[config.mk]
export PLATFORM = sky130hd
export DESIGN_NAME = mnist_frame_streamer
export DESIGN_NICKNAME = d
export VERILOG_FILES = /design/src/rtl/mnist_frame_streamer.sv
export SDC_FILE = /design/constraint.sdc
export NUM_CORES = 1
export LEC_CHECK = 0
export BUFFER_PORTS_ARGS = -buffer_cell sky130_fd_sc_hd__clkbuf_2
export CAP_MARGIN = 20
export CORE_MARGIN = 5
export CORE_UTILIZATION = 50
export CTS_CLUSTER_SIZE = 40
export DETAILED_ROUTE_END_ITERATION = 6
export HOLD_SLACK_MARGIN = 0.15
export PLACE_DENSITY = 0.69
export SYNTH_ARGS = -nofsm -noshare
export SYNTH_HDL_FRONTEND = slang
export SYNTH_SLANG_ARGS = --single-unit
[constraint.sdc]
create_clock -name i_clk -period 2.33 [get_ports i_clk]
set_input_delay 0.3495 -clock i_clk [delete_from_list [all_inputs] [get_ports i_clk]]
set_output_delay 0.3495 -clock i_clk [all_outputs]
set_load 0.01 [all_outputs]
[src/rtl/mnist_frame_streamer.sv]
// mnist_frame_streamer: double-buffered 16x16 binary image feeder for the LGN
// MNIST classifier. It streams the front bank one byte per clock. It samples the
// classifier result at a fixed byte offset in each frame. A host can load the
// back bank and commit it without disturbing a frame that is already streaming.
// Optional build macro: FRAME_TEST_PATTERN_EN adds i_test_sel, which replaces
// the pixel stream with an 8'hAA/8'h55 alternating pattern.
module mnist_frame_streamer #(
  parameter int FRAME_BYTES    = 32,
  parameter int CAPTURE_OFFSET = 1,
  parameter int INDEX_W        = 4,
  localparam int AW            = $clog2(FRAME_BYTES)
) (
  input  logic               i_clk,
  input  logic               i_rst,
  input  logic               i_stream_en,
  input  logic               i_wr_en,
  input  logic [AW-1:0]      i_wr_addr,
  input  logic [7:0]         i_wr_data,
  input  logic               i_commit,
`ifdef FRAME_TEST_PATTERN_EN
  input  logic               i_test_sel,
`endif
  input  logic [INDEX_W-1:0] i_cls_index,
  input  logic [7:0]         i_cls_value,
  output logic               o_wr_busy,
  output logic [7:0]         o_pixel_byte,
  output logic [AW-1:0]      o_byte_idx,
  output logic               o_frame_start,
  output logic [INDEX_W-1:0] o_result_index,
  output logic [7:0]         o_result_value,
  output logic               o_result_valid,
  output logic [15:0]        o_frame_count
);

  localparam logic [AW-1:0] PTR_ZERO = AW'(0);
  localparam logic [AW-1:0] PTR_ONE  = AW'(1);
  localparam logic [AW-1:0] PTR_LAST = AW'(FRAME_BYTES - 1);
  localparam logic [AW-1:0] CAP_IDX  = AW'(CAPTURE_OFFSET);

  typedef enum logic [0:0] {
    ST_IDLE    = 1'b0,
    ST_PENDING = 1'b1
  } state_t;

  state_t               r_state;
  logic                 r_front_sel;
  logic                 r_wr_busy;
  logic [AW-1:0]        r_rd_ptr;
  logic [7:0]           r_pixel_byte;
  logic [AW-1:0]        r_byte_idx;
  logic                 r_frame_start;
  logic [INDEX_W-1:0]   r_result_index;
  logic [7:0]           r_result_value;
  logic                 r_result_valid;
  logic [15:0]          r_frame_count;

  // Bank storage is deliberately left unreset; only the select/pointer state resets.
  logic [7:0]           r_bank0 [FRAME_BYTES];
  logic [7:0]           r_bank1 [FRAME_BYTES];

  logic                 w_wrap;
  logic                 w_wr_ok;
  logic [7:0]           w_front_byte;
  logic [7:0]           w_pixel_next;

  // An enabled edge with the pointer at the last byte is the frame boundary.
  assign w_wrap  = i_stream_en && (r_rd_ptr == PTR_LAST);
  assign w_wr_ok = i_wr_en && !r_wr_busy;

  // Read the front bank at the current read pointer.
  always_comb begin
    w_front_byte = 8'h00;
    if (r_front_sel) begin
      w_front_byte = r_bank1[r_rd_ptr];
    end else begin
      w_front_byte = r_bank0[r_rd_ptr];
    end
  end

  // Choose the next pixel source: front bank or the built-in test pattern.
  always_comb begin
    w_pixel_next = w_front_byte;
`ifdef FRAME_TEST_PATTERN_EN
    if (i_test_sel) begin
      w_pixel_next = r_rd_ptr[0] ? 8'h55 : 8'hAA;
    end else begin
      w_pixel_next = w_front_byte;
    end
`endif
  end

  // Host writes go only to the back bank and are refused while a swap is pending.
  always_ff @(posedge i_clk) begin
    if (w_wr_ok) begin
      if (r_front_sel) begin
        r_bank0[i_wr_addr] <= i_wr_data;
      end else begin
        r_bank1[i_wr_addr] <= i_wr_data;
      end
    end
  end

  // Commit/swap FSM: a commit arms the swap, and the next enabled wrap performs it.
  always_ff @(posedge i_clk or posedge i_rst) begin
    if (i_rst) begin
      r_state     <= ST_IDLE;
      r_front_sel <= 1'b0;
      r_wr_busy   <= 1'b0;
    end else begin
      case (r_state)
        ST_IDLE: begin
          if (i_commit) begin
            r_state   <= ST_PENDING;
            r_wr_busy <= 1'b1;
          end
        end
        ST_PENDING: begin
          // A commit seen in the same cycle as the wrap only arms; it never swaps now.
          if (w_wrap) begin
            r_state     <= ST_IDLE;
            r_wr_busy   <= 1'b0;
            r_front_sel <= ~r_front_sel;
          end
        end
        default: begin
          r_state   <= ST_IDLE;
          r_wr_busy <= 1'b0;
        end
      endcase
    end
  end

  // Streaming datapath: pointer, registered pixel/index, result capture and frame count.
  always_ff @(posedge i_clk or posedge i_rst) begin
    if (i_rst) begin
      r_rd_ptr       <= PTR_ZERO;
      r_pixel_byte   <= 8'h00;
      r_byte_idx     <= PTR_ZERO;
      r_frame_start  <= 1'b0;
      r_result_index <= '0;
      r_result_value <= 8'h00;
      r_result_valid <= 1'b0;
      r_frame_count  <= 16'h0000;
    end else if (i_stream_en) begin
      r_rd_ptr      <= r_rd_ptr + PTR_ONE;
      r_pixel_byte  <= w_pixel_next;
      r_byte_idx    <= r_rd_ptr;
      r_frame_start <= (r_rd_ptr == PTR_ZERO);
      if (r_byte_idx == CAP_IDX) begin
        r_result_index <= i_cls_index;
        r_result_value <= i_cls_value;
        r_result_valid <= 1'b1;
      end else begin
        r_result_valid <= 1'b0;
      end
      if (w_wrap) begin
        r_frame_count <= r_frame_count + 16'd1;
      end
    end else begin
      // Stalled: everything holds except the one-cycle valid pulse.
      r_result_valid <= 1'b0;
    end
  end

  assign o_wr_busy      = r_wr_busy;
  assign o_pixel_byte   = r_pixel_byte;
  assign o_byte_idx     = r_byte_idx;
  assign o_frame_start  = r_frame_start;
  assign o_result_index = r_result_index;
  assign o_result_value = r_result_value;
  assign o_result_valid = r_result_valid;
  assign o_frame_count  = r_frame_count;

endmodule

==> results.json <==
{
  "hpwlAfterDp_um": 31400,
  "required_ns": 2.80,
  "cts_inserted_buffers": 56,
  "clock.fmax_ghz": 0.435,
  "critPathMaxFanout": 12,
  "boundaryPins": 74,
  "synth.avg_cell_area_sq_um": 19.5,
  "ys_types": 45,
  "ir_worst_vdd_mv": 0.539,
  "syn-cell-area_sq_mm": 0.0221,
  "cts_tree": "built",
  "slew_headroom_pct": 48.7,
  "synth-edff-count": 512,
  "overflow": 0,
  "drive_above_1_share_pct": 33.6,
  "synth-seq-cells": 563,
  "utilization_pct": 59.8,
  "rows": 77,
  "grt_pass1_wl_um": 76300,
  "synth-xor-area-share_pct": 0.754,
  "worstSetupStartpointType": "register",
  "dieWidth_um": 220,
  "crit_arrival_ns": 2.76,
  "antenna_found_initial": 1,
  "clock_sinks": 563,
  "grt_pass1_vias": 11800,
  "rsz0062_at_grt": "false",
  "stdcell_count": 2002,
  "netlist_instances": 1129,
  "clock_latency_ns": 0.59,
  "yosys.area_share.simple_pct": 4.72,
  "drc": 0,
  "dieHeight_um": 220,
  "initial_core_util_pct": 50.2,
  "finalSetupTns_ns": 0,
  "grt_max_degree": 65,
  "ys_seq_area_share_pct": 75.5,
  "crit_slowest_cell": "dfrtp_4",
  "worst_pin_slew_ns": 0.769,
  "cts.path.max_buffers": 3,
  "num_vias": 11600,
  "dr.pass1.iters": 5,
  "root_buffer": "clkbuf_16",
  "clock_skew_ns": 0.0190,
  "p_per_area_mw_per_mm2": 1120,
  "ys.flop_type": "edfxtp_1",
  "floorplan.core_area_sq_mm": 0.0439,
  "drv_cap": 0,
  "via_per_inst": 5.78,
  "portBuffers": 73,
  "finalCriticalPeriod_ns": 2.30,
  "drv_slew": 0,
  "crit_path_end_kind": "register",
  "syn_to_final_growth_pct": 19.2,
  "wl_um": 50900,
  "synthTopCellsByArea": "edfxtp_1 (70%), mux4_2 (12%), dfrtp_1 (5.8%), mux2i_1 (2.0%), nor2_1 (1.5%)",
  "post_synth_fa_ha_maj_area_fraction_pct": 0.227,
  "fin_area_sq_mm": 0.0263,
  "yosys.area.top_type": "edfxtp_1",
  "hold_class": "in -> reg",
  "dp_cells": 1864,
  "async_reset_ff_share_pct": 9.06,
  "synthMuxAreaShare_pct": 15.3,
  "clk_pin_slew_ns": 0.06,
  "hold_viol": 0,
  "dr.first_iter.drc_count": 1370,
  "synth_top_family_by_area": "multiplexers",
  "cpPeakStageDelay_ns": 0.54,
  "p_leak_uw": 0.00907,
  "critPathKind": "reg -> reg",
  "nNetsFinal": 1397,
  "synth_nets": 1163,
  "design.die.area_sq_mm": 0.0484,
  "final.hold.worst_slack_ns": 0.259,
  "setup_viol": 0,
  "h-tree-depth": 2,
  "dpl_cell_area_sq_mm": 0.0240,
  "path_cells": "buf_6 -> mux4_2 -> mux2i_2 -> mux2i_1 -> a2111oi_2 -> a211oi_1",
  "synth_top_area_share_pct": 69.7,
  "fin_crit_sh_pct": 98.6,
  "yosys_warnings": 0,
  "ant_nets": 0,
  "wl_per_cell_um": 25.4,
  "grt_usage_pct": 21.4,
  "status": "finished, final reports clean",
  "place_congestion": 0.875,
  "synth_compound_area_share_pct": 1.98
}
==> cell usage after synthesis (2+ instances only) <==
| library cell | n |
|---|---|
| edfxtp_1 | 512 |
| mux4_2 | 119 |
| nor2_1 | 90 |
| nand2_1 | 69 |
| dfrtp_1 | 51 |
| mux2i_1 | 43 |
| clkbuf_1 | 27 |
| mux2_2 | 23 |
| buf_2 | 18 |
| nand3_1 | 17 |
| xnor2_1 | 13 |
| nand3b_1 | 10 |
| nor2b_1 | 10 |
| a211oi_1 | 9 |
| nand2b_1 | 9 |
| o22ai_1 | 9 |
| a21oi_1 | 8 |
| buf_4 | 8 |
| nor3_1 | 8 |
| a211o_1 | 7 |
| a311oi_1 | 7 |
| a31o_2 | 7 |
| a31oi_1 | 7 |
| buf_6 | 6 |
| xor2_1 | 6 |
| and3_1 | 4 |
| buf_1 | 4 |
| ha_1 | 4 |
| nand4_1 | 4 |
| inv_1 | 2 |
| nor3b_1 | 2 |
| o211ai_1 | 2 |
| or3b_2 | 2 |
==> routing by layer <==
metal,up-vias,wire [um],track usage (%)
met2,515,25000,34.2
met1,5967,20400,29.9
met3,96,4010,4.33
met4,0,1500,6.99
met5,-,0,0
li1,4985,-,-
==> cell usage in the layout (no fill, tap or decap), types with 13 or more instances in the layout <==
| cell type | count |
|---|---|
| mux2_2 | 23 |
| clkbuf_16 | 58 |
| dfrtp_1 | 48 |
| nand2_1 | 69 |
| clkbuf_2 | 73 |
| mux4_2 | 119 |
| edfxtp_1 | 512 |
| mux2i_1 | 40 |
| dlygate4sd3_1 | 14 |
| buf_4 | 135 |
| xnor2_1 | 13 |
| nor2_1 | 88 |
| nand3_1 | 17 |
==> worst max-delay path, delay by kind of cell, from the launching register on <==
kind,cells,cell delay (ns)
mux,3,0.93
flops,1,0.54
compound gates,2,0.48
buf+inv,1,0.21
==> worst paths after layout <==
| path | from | depth (start not counted) | endpoint | slack, ns |
|---|---|---|---|---|
| setup reg to reg | r_rd_ptr[0] | 6 | o_pixel_byte[7] | 0.03 |
| hold / removal | i_wr_data[4] | 2 | r_bank1[19][4] | 0.26 |
| setup / recovery | r_rd_ptr[0] | 6 | o_pixel_byte[7] | 0.03 |
| max in group asynchronous | i_rst | 4 | r_rd_ptr[0] | 1.44 |
| min in group asynchronous | i_rst | 3 | o_result_value[4] | 0.33 |
| hold reg to reg | r_state | 1 | o_wr_busy | 0.48 |
==> cell families after synthesis <==
| group | after synthesis |
|---|---|
| AOI/OAI and AO/OA | 60 |
| xor gates and xnor gates | 19 |
| adders and majority gates | 4 |
| buffers and inverters | 67 |
| DFF | 563 |
| muxes | 185 |
| and+or+nand+nor | 231 |
==> flip-flops by register name (all words and copies together), names as in the netlist <==
name / count
o_result_valid: 1
o_frame_count: 16
r_bank1: 256
o_pixel_byte: 8
o_result_index: 4
r_bank0: 256
o_byte_idx: 5
o_result_value: 8
o_wr_busy: 1
r_state: 1
r_rd_ptr: 5
o_frame_start: 1
r_front_sel: 1
==> stage by stage <==
step,worst slack (ns),power [uW]
after global routing,0.00138,30700
final,0.0323,29500
after detailed placement,0.0216,19900
after CTS,0.0147,29300
after global placement,0.00282,19800
after floorplan,0.0566,17000
==> what timing repair did <==
action                                 4_1_cts  5_1_grt
setup endpoints to repair                    2       13
gates cloned                                 1        1
hold buffers                                14        0
pin swaps                                    0        1
gates resized for setup                      3        7
endpoints found under the hold margin       65        0
buffers inserted                             0       17
==> area by class of cell <==
| class | instances | area [sq um] |
|---|---|---|
| diodes | 1 | 2.50 |
| clock buffers | 66 | 1460 |
| clock inverters | 38 | 448 |
| fillers | 3161 | 17600 |
| inverters | 4 | 15.0 |
| multi-input cells | 499 | 5100 |
| flip-flops and latches | 563 | 16700 |
| well taps | 592 | 741 |
| repair buffers | 239 | 1870 |
==> where the power goes <==
| part | total [uW] | internal [uW] | switching (uW) | leakage (uW) |
|---|---|---|---|---|
| clock network | 9300 | 5580 | 3720 | 0.000920 |
| logic | 8370 | 4070 | 4290 | 0.00292 |
| registers | 11900 | 11400 | 475 | 0.00524 |
| total | 29500 | 21100 | 8490 | 0.00907 |
No activity file was read; power rests on OpenSTA's default activity.
